<file path="config.mk">
export PLATFORM = sky130hd
export DESIGN_NAME = dmem_ctrl
export DESIGN_NICKNAME = d
export VERILOG_FILES = /design/src/rtl/dmem_ctrl.sv
export SDC_FILE = /design/constraint.sdc
export NUM_CORES = 1
export LEC_CHECK = 0
export BUFFER_PORTS_ARGS = -buffer_cell sky130_fd_sc_hd__buf_2
export CORE_MARGIN = 8
export CORE_UTILIZATION = 50
export CTS_CLUSTER_DIAMETER = 80
export DETAILED_ROUTE_END_ITERATION = 8
export PLACE_DENSITY = 0.78
export RECOVER_POWER = 25
export SLEW_MARGIN = 20
export SYNTH_ARGS = -nofsm -noshare
export SYNTH_HDL_FRONTEND = slang
export SYNTH_SLANG_ARGS = --single-unit
</file>
<file path="constraint.sdc">
create_clock -name clk -period 13.2 [get_ports clk]
set_input_delay 0.66 -clock clk [delete_from_list [all_inputs] [get_ports clk]]
set_output_delay 0.66 -clock clk [all_outputs]
set_load 0.02 [all_outputs]
</file>
<file path="src/rtl/dmem_ctrl.sv">
// Data-memory access controller: accepts one load/store at a time, checks alignment,
// performs read-modify-write for sub-word stores and sign/zero-extends load results.
module dmem_ctrl (
  input  logic        clk,
  input  logic        reset,
  input  logic        req_valid,
  output logic        req_ready,
  input  logic        req_write,
  input  logic [2:0]  req_funct3,
  input  logic [63:0] req_addr,
  input  logic [63:0] req_wdata,
  output logic        resp_valid,
  output logic [63:0] resp_rdata,
  output logic        err,
  output logic [63:0] mem_addr,
  output logic        mem_wr,
  output logic [63:0] mem_wdata,
  input  logic [63:0] mem_rdata
);

  typedef enum logic [2:0] {IDLE, RD_ISSUE, RD_WAIT, WRITE, RESP} state_e;

  state_e      state_q, state_d;
  logic [63:0] addr_q, addr_d;
  logic [63:0] wdata_q, wdata_d;
  logic [63:0] word_q, word_d;
  logic [63:0] rdata_q, rdata_d;
  logic [2:0]  funct3_q, funct3_d;
  logic        write_q, write_d;
  logic        err_q, err_d;
  logic        misalign, req_err;
  logic [63:0] merged_word;

  // Bit offset of the addressed lane; low address bits below the access size are ignored.
  function automatic logic [5:0] lane_shift(input logic [2:0] f3, input logic [2:0] a);
    case (f3[1:0])
      2'b00:   return {a, 3'b000};
      2'b01:   return {a[2:1], 4'b0000};
      2'b10:   return {a[2], 5'b00000};
      default: return 6'd0;
    endcase
  endfunction

  function automatic logic [63:0] lane_mask(input logic [1:0] sz);
    case (sz)
      2'b00:   return 64'h0000_0000_0000_00FF;
      2'b01:   return 64'h0000_0000_0000_FFFF;
      2'b10:   return 64'h0000_0000_FFFF_FFFF;
      default: return 64'hFFFF_FFFF_FFFF_FFFF;
    endcase
  endfunction

  function automatic logic [63:0] load_extract(input logic [2:0] f3, input logic [2:0] a,
                                               input logic [63:0] word);
    logic [63:0] s;
    s = word >> lane_shift(f3, a);
    case (f3)
      3'b000:  return {{56{s[7]}}, s[7:0]};
      3'b001:  return {{48{s[15]}}, s[15:0]};
      3'b010:  return {{32{s[31]}}, s[31:0]};
      3'b011:  return s;
      3'b100:  return {56'd0, s[7:0]};
      3'b101:  return {48'd0, s[15:0]};
      3'b110:  return {32'd0, s[31:0]};
      default: return 64'd0;
    endcase
  endfunction

  function automatic logic [63:0] store_merge(input logic [2:0] f3, input logic [2:0] a,
                                              input logic [63:0] word, input logic [63:0] wd);
    logic [5:0]  sh;
    logic [63:0] m;
    sh = lane_shift(f3, a);
    m  = lane_mask(f3[1:0]);
    return (word & ~(m << sh)) | ((wd & m) << sh);
  endfunction

  always_comb begin
    case (req_funct3[1:0])
      2'b01:   misalign = req_addr[0];
      2'b10:   misalign = |req_addr[1:0];
      2'b11:   misalign = |req_addr[2:0];
      default: misalign = 1'b0;
    endcase
    req_err = misalign | (req_funct3 == 3'b111) | (req_write & req_funct3[2]);
  end

  assign merged_word = store_merge(funct3_q, addr_q[2:0], word_q, wdata_q);

  always_comb begin
    state_d  = state_q;
    addr_d   = addr_q;
    wdata_d  = wdata_q;
    funct3_d = funct3_q;
    write_d  = write_q;
    err_d    = err_q;
    word_d   = word_q;
    rdata_d  = rdata_q;
    case (state_q)
      IDLE: begin
        if (req_valid) begin
          addr_d   = req_addr;
          wdata_d  = req_wdata;
          funct3_d = req_funct3;
          write_d  = req_write;
          err_d    = req_err;
          if (req_err)
            state_d = RESP;
          else if (req_write && req_funct3 == 3'b011)
            state_d = WRITE;
          else
            state_d = RD_ISSUE;
        end
      end
      RD_ISSUE: state_d = RD_WAIT;
      RD_WAIT: begin
        word_d = mem_rdata;
        if (write_q) begin
          state_d = WRITE;
        end else begin
          rdata_d = load_extract(funct3_q, addr_q[2:0], mem_rdata);
          state_d = RESP;
        end
      end
      WRITE:   state_d = RESP;
      RESP:    state_d = IDLE;
      default: state_d = IDLE;
    endcase
  end

  always_comb begin
    req_ready  = (state_q == IDLE);
    resp_valid = (state_q == RESP);
    err        = (state_q == RESP) && err_q;
    resp_rdata = rdata_q;
    mem_addr   = (state_q == IDLE) ? 64'd0 : {addr_q[63:3], 3'b000};
    mem_wr     = (state_q == WRITE);
    mem_wdata  = 64'd0;
    if (state_q == WRITE)
      mem_wdata = (funct3_q == 3'b011) ? wdata_q : merged_word;
  end

  always_ff @(posedge clk or posedge reset) begin
    if (reset) begin
      state_q  <= IDLE;
      addr_q   <= '0;
      wdata_q  <= '0;
      funct3_q <= '0;
      write_q  <= 1'b0;
      err_q    <= 1'b0;
      word_q   <= '0;
      rdata_q  <= '0;
    end else begin
      state_q  <= state_d;
      addr_q   <= addr_d;
      wdata_q  <= wdata_d;
      funct3_q <= funct3_d;
      write_q  <= write_d;
      err_q    <= err_d;
      word_q   <= word_d;
      rdata_q  <= rdata_d;
    end
  end

endmodule

</file>
==> results.toml <==
[clocking]
cts_setup_buffers = 0
clock_sinks = 264
numCtsBuffers = 30
h-tree-depth = 1
cts-resized-gates = 0
cts.path.max_buffers = 3
path_clk_slew_ns = 0.06
postCtsHoldBufs = 0
cts_tree = "yes"
clk_root_buffer_cell = "clkbuf_16"
clkLatencyLatePin_ns = 0.56

[critical_path]
cp_top_family = "compound AO/OA/AOI/OAI gates"
end_kind = "primary output"
cp_num_cells = 6
cp_slowest_cell = "a21oi_2"
timing.critical_path.mode_cell = "nor2_1"
start_kind = "flop"
cp.required_ns = 12.54
crit_end = "mem_wdata[39]"
slowest_delay_ns = 0.89
worstPathCellList = "nand2b_1 -> a21oi_2 -> nor2_1 -> a222oi_1 -> nor2_1 -> buf_2"
r2r_end = "resp_rdata[21]$_DFFE_PP0P_"
crit_path_max_fanout = 28
path_buf_inv = 1
crit_type = "reg2out"
reg2reg_from = "funct3_q[0]$_DFFE_PP0P_"
reg2reg_depth = 6
startpoint = "funct3_q[0]$_DFFE_PP0P_"
r2r_setup_slack_ns = 9.43
crit_arrival_ns = 3.89

[timing]
fin_crit_ns = 4.55
rsz0062_at_grt = "no"
hold_ws_ns = 0.330
slew_violations = 122
relSlewSlack_pct = -256
timing.final.crit_share_pct = 34.5
worst_clock_skew_ns = 0.0213
fin_setup_tns_ns = 0
max_freq_ghz = 0.220
setup_viol = 0
hold_viol_final = 0
tightestPinTransition_ns = 5.31
layout_setup_ws_ns = 8.65

[floorplan]
io_pins = 395
core_mm2 = 0.0261
start_util_pct = 50.9
num_rows = 59
die_area_mm2 = 0.0320
die_w_um = 179
fp.dieH_um = 179

[placed_design]
dpl-instance-area_mm2 = 0.0154
place_congestion = 0.971
dp.cells = 1867
post-place-ws_ns = 9.38
port_buffers = 391
post-dp-hpwl_mm = 36.7

[yosys]
ys.flop_type = "dfrtp_1"
yosysMostFrequentCell = "dfrtp_1"
yosys_warnings = 0
ys_top_cells_by_area = "dfrtp_1 (50%), mux2_2 (16%), nand2_1 (3.7%)"
ys_seq_area_share_pct = 49.8
synth_common_cells = "dfrtp_1 (264), mux2_2 (194), nand2_1 (130), nor2_1 (102), a21oi_1 (77)"
yosysTopAreaCell = "dfrtp_1"
synth_edf_count = 0
syn_avg_cell_area_um2 = 10.9
yosysTopAreaCellShare_pct = 49.8
syn_inst = 1218
ys_seq_elements = 264
synth-async-reset-ratio_pct = 100
ys_types = 57
syn_area_mm2 = 0.0133

[global_route]
grt_util_all_layers_pct = 30.5
grt_max_degree = 122
grt_pass1_wl_mm = 74.8
grt.overflow.total = 0
grt_pass1_vias = 12300
antenna_found_initial = 3

[detailed_routing]
vias_per_cell = 6.28
drc = 0
drtIter0Drc = 1464
wl_per_cell_um = 26.2
wl_mm = 50.4
dr.pass1.iters = 9
vias = 12100
drtAntennaViolNets = 0

[pwr]
p_seq_share_pct = 33.0
design_power_total_mw = 4.66
p_leak_nw = 7.43
comb_power_share_pct = 49.2
ir_worst_vdd_mv = 0.190
cellPowerDensity_mw_per_mm2 = 287
p_int_mw = 2.63
p_switching_mw = 2.03
switching_share_pct = 43.5
clock_power_share_pct = 17.7

[final_layout]
fin_area_mm2 = 0.0163
layout-drive-gt1-share_pct = 38.6
fin_util_pct = 62.4
final_nets = 1763
areaGrowthSynthToFinish_pct = 22.7
fin_cells = 1922

[hold_path]
hold_class = "in2reg"
hold_start = "req_wdata[49]"

[run_status]
outcome = "finished, violations left"
violations = "max-capacitance violations, max-slew violations"

[job]
cap_violations = 1
## flip-flops by register name, indices dropped and copies added (netlist names)
name / cells
addr_q: 64
resp_rdata: 64
wdata_q: 64
word_q: 64
funct3_q: 3
state_q: 3
err_q: 1
write_q: 1
## placed cells by master (no fill, tap or decap), types with 3 or more instances in the layout
cell       instances
mux2_2           194
buf_4             16
a2bb2oi_1          7
a221oi_1          14
o221ai_1          14
o211ai_1           4
nor2_1           101
dfrtp_1          264
o311ai_0           7
inv_1              7
mux4_2             7
buf_2            331
nor3_1             3
clkbuf_8           8
a21oi_1           77
nand3b_1           4
a22o_1            31
o21ai_0           27
nor2b_1           62
o2111ai_1          8
mux2i_1           23
clkinv_2           6
conb_1             3
and2_1             5
a22oi_1           39
clkbuf_1          64
nand2b_1           3
a222oi_1          25
nand2_1          129
o21ai_1            7
o22ai_1            7
a32oi_1            3
clkbuf_16         31
nand3_1           18
## power by group through the flow
stage | logic (mW) | clock network (mW) | registers, mW
floorplan | 1.58 | 0 | 1.51
CTS | 2.30 | 0.838 | 1.52
finish | 2.30 | 0.826 | 1.54
global route | 2.46 | 0.868 | 1.58
global placement | 2.24 | 0 | 1.52
detailed placement | 2.29 | 0 | 1.53
## cell families after synthesis
kind of cell,count (synthesis),synth area share (%)
buf+inv,104,3.52
compound gates,282,15.2
simple gates,342,11.9
other cells,1,0.0283
mux,225,19.5
flops,264,49.8
## worst register-to-register path, cell delays in order (launching register included)
cell,delay (ns)
dfrtp_1,0.73
nand2b_1,0.56
a21oi_2,0.89
o221ai_1,0.24
and4_1,0.31
o21ai_2,0.56
o311ai_0,0.29
## metal layers
layer,vias up,global-route usage [%],wire length [um]
li1,5139,-,-
met1,5893,37.3,18200
met2,862,48.4,22900
met3,180,9.79,6530
met4,0,14.3,2750
met5,-,0,0
## area by class of cell
cell class                      instances  area [um^2]
Antenna cell                            2         5.00
Clock buffer                           43          901
Inverter                                9         35.0
Fill cell                            2117         9790
Tap cell                              335          419
Sequential cell                       264         6610
Timing Repair Buffer                  407         2000
Multi-Input combinational cell        852         6210
Clock inverter                         10         85.1
## worst min path at each step
| stage | cells past startpoint | slack [ns] | endpoint |
|---|---|---|---|
| after floorplan | 1 | 0.47 | addr_q[56]$_DFFE_PP0P_ |
| after global placement | 2 | 0.45 | resp_rdata[7]$_DFFE_PP0P_ |
| after detailed placement | 2 | 0.46 | resp_rdata[7]$_DFFE_PP0P_ |
| after CTS | 2 | 0.31 | funct3_q[2]$_DFFE_PP0P_ |
| after global routing | 2 | 0.33 | addr_q[22]$_DFFE_PP0P_ |
| final | 2 | 0.33 | wdata_q[49]$_DFFE_PP0P_ |
No activity file was read; power rests on OpenSTA's default activity.
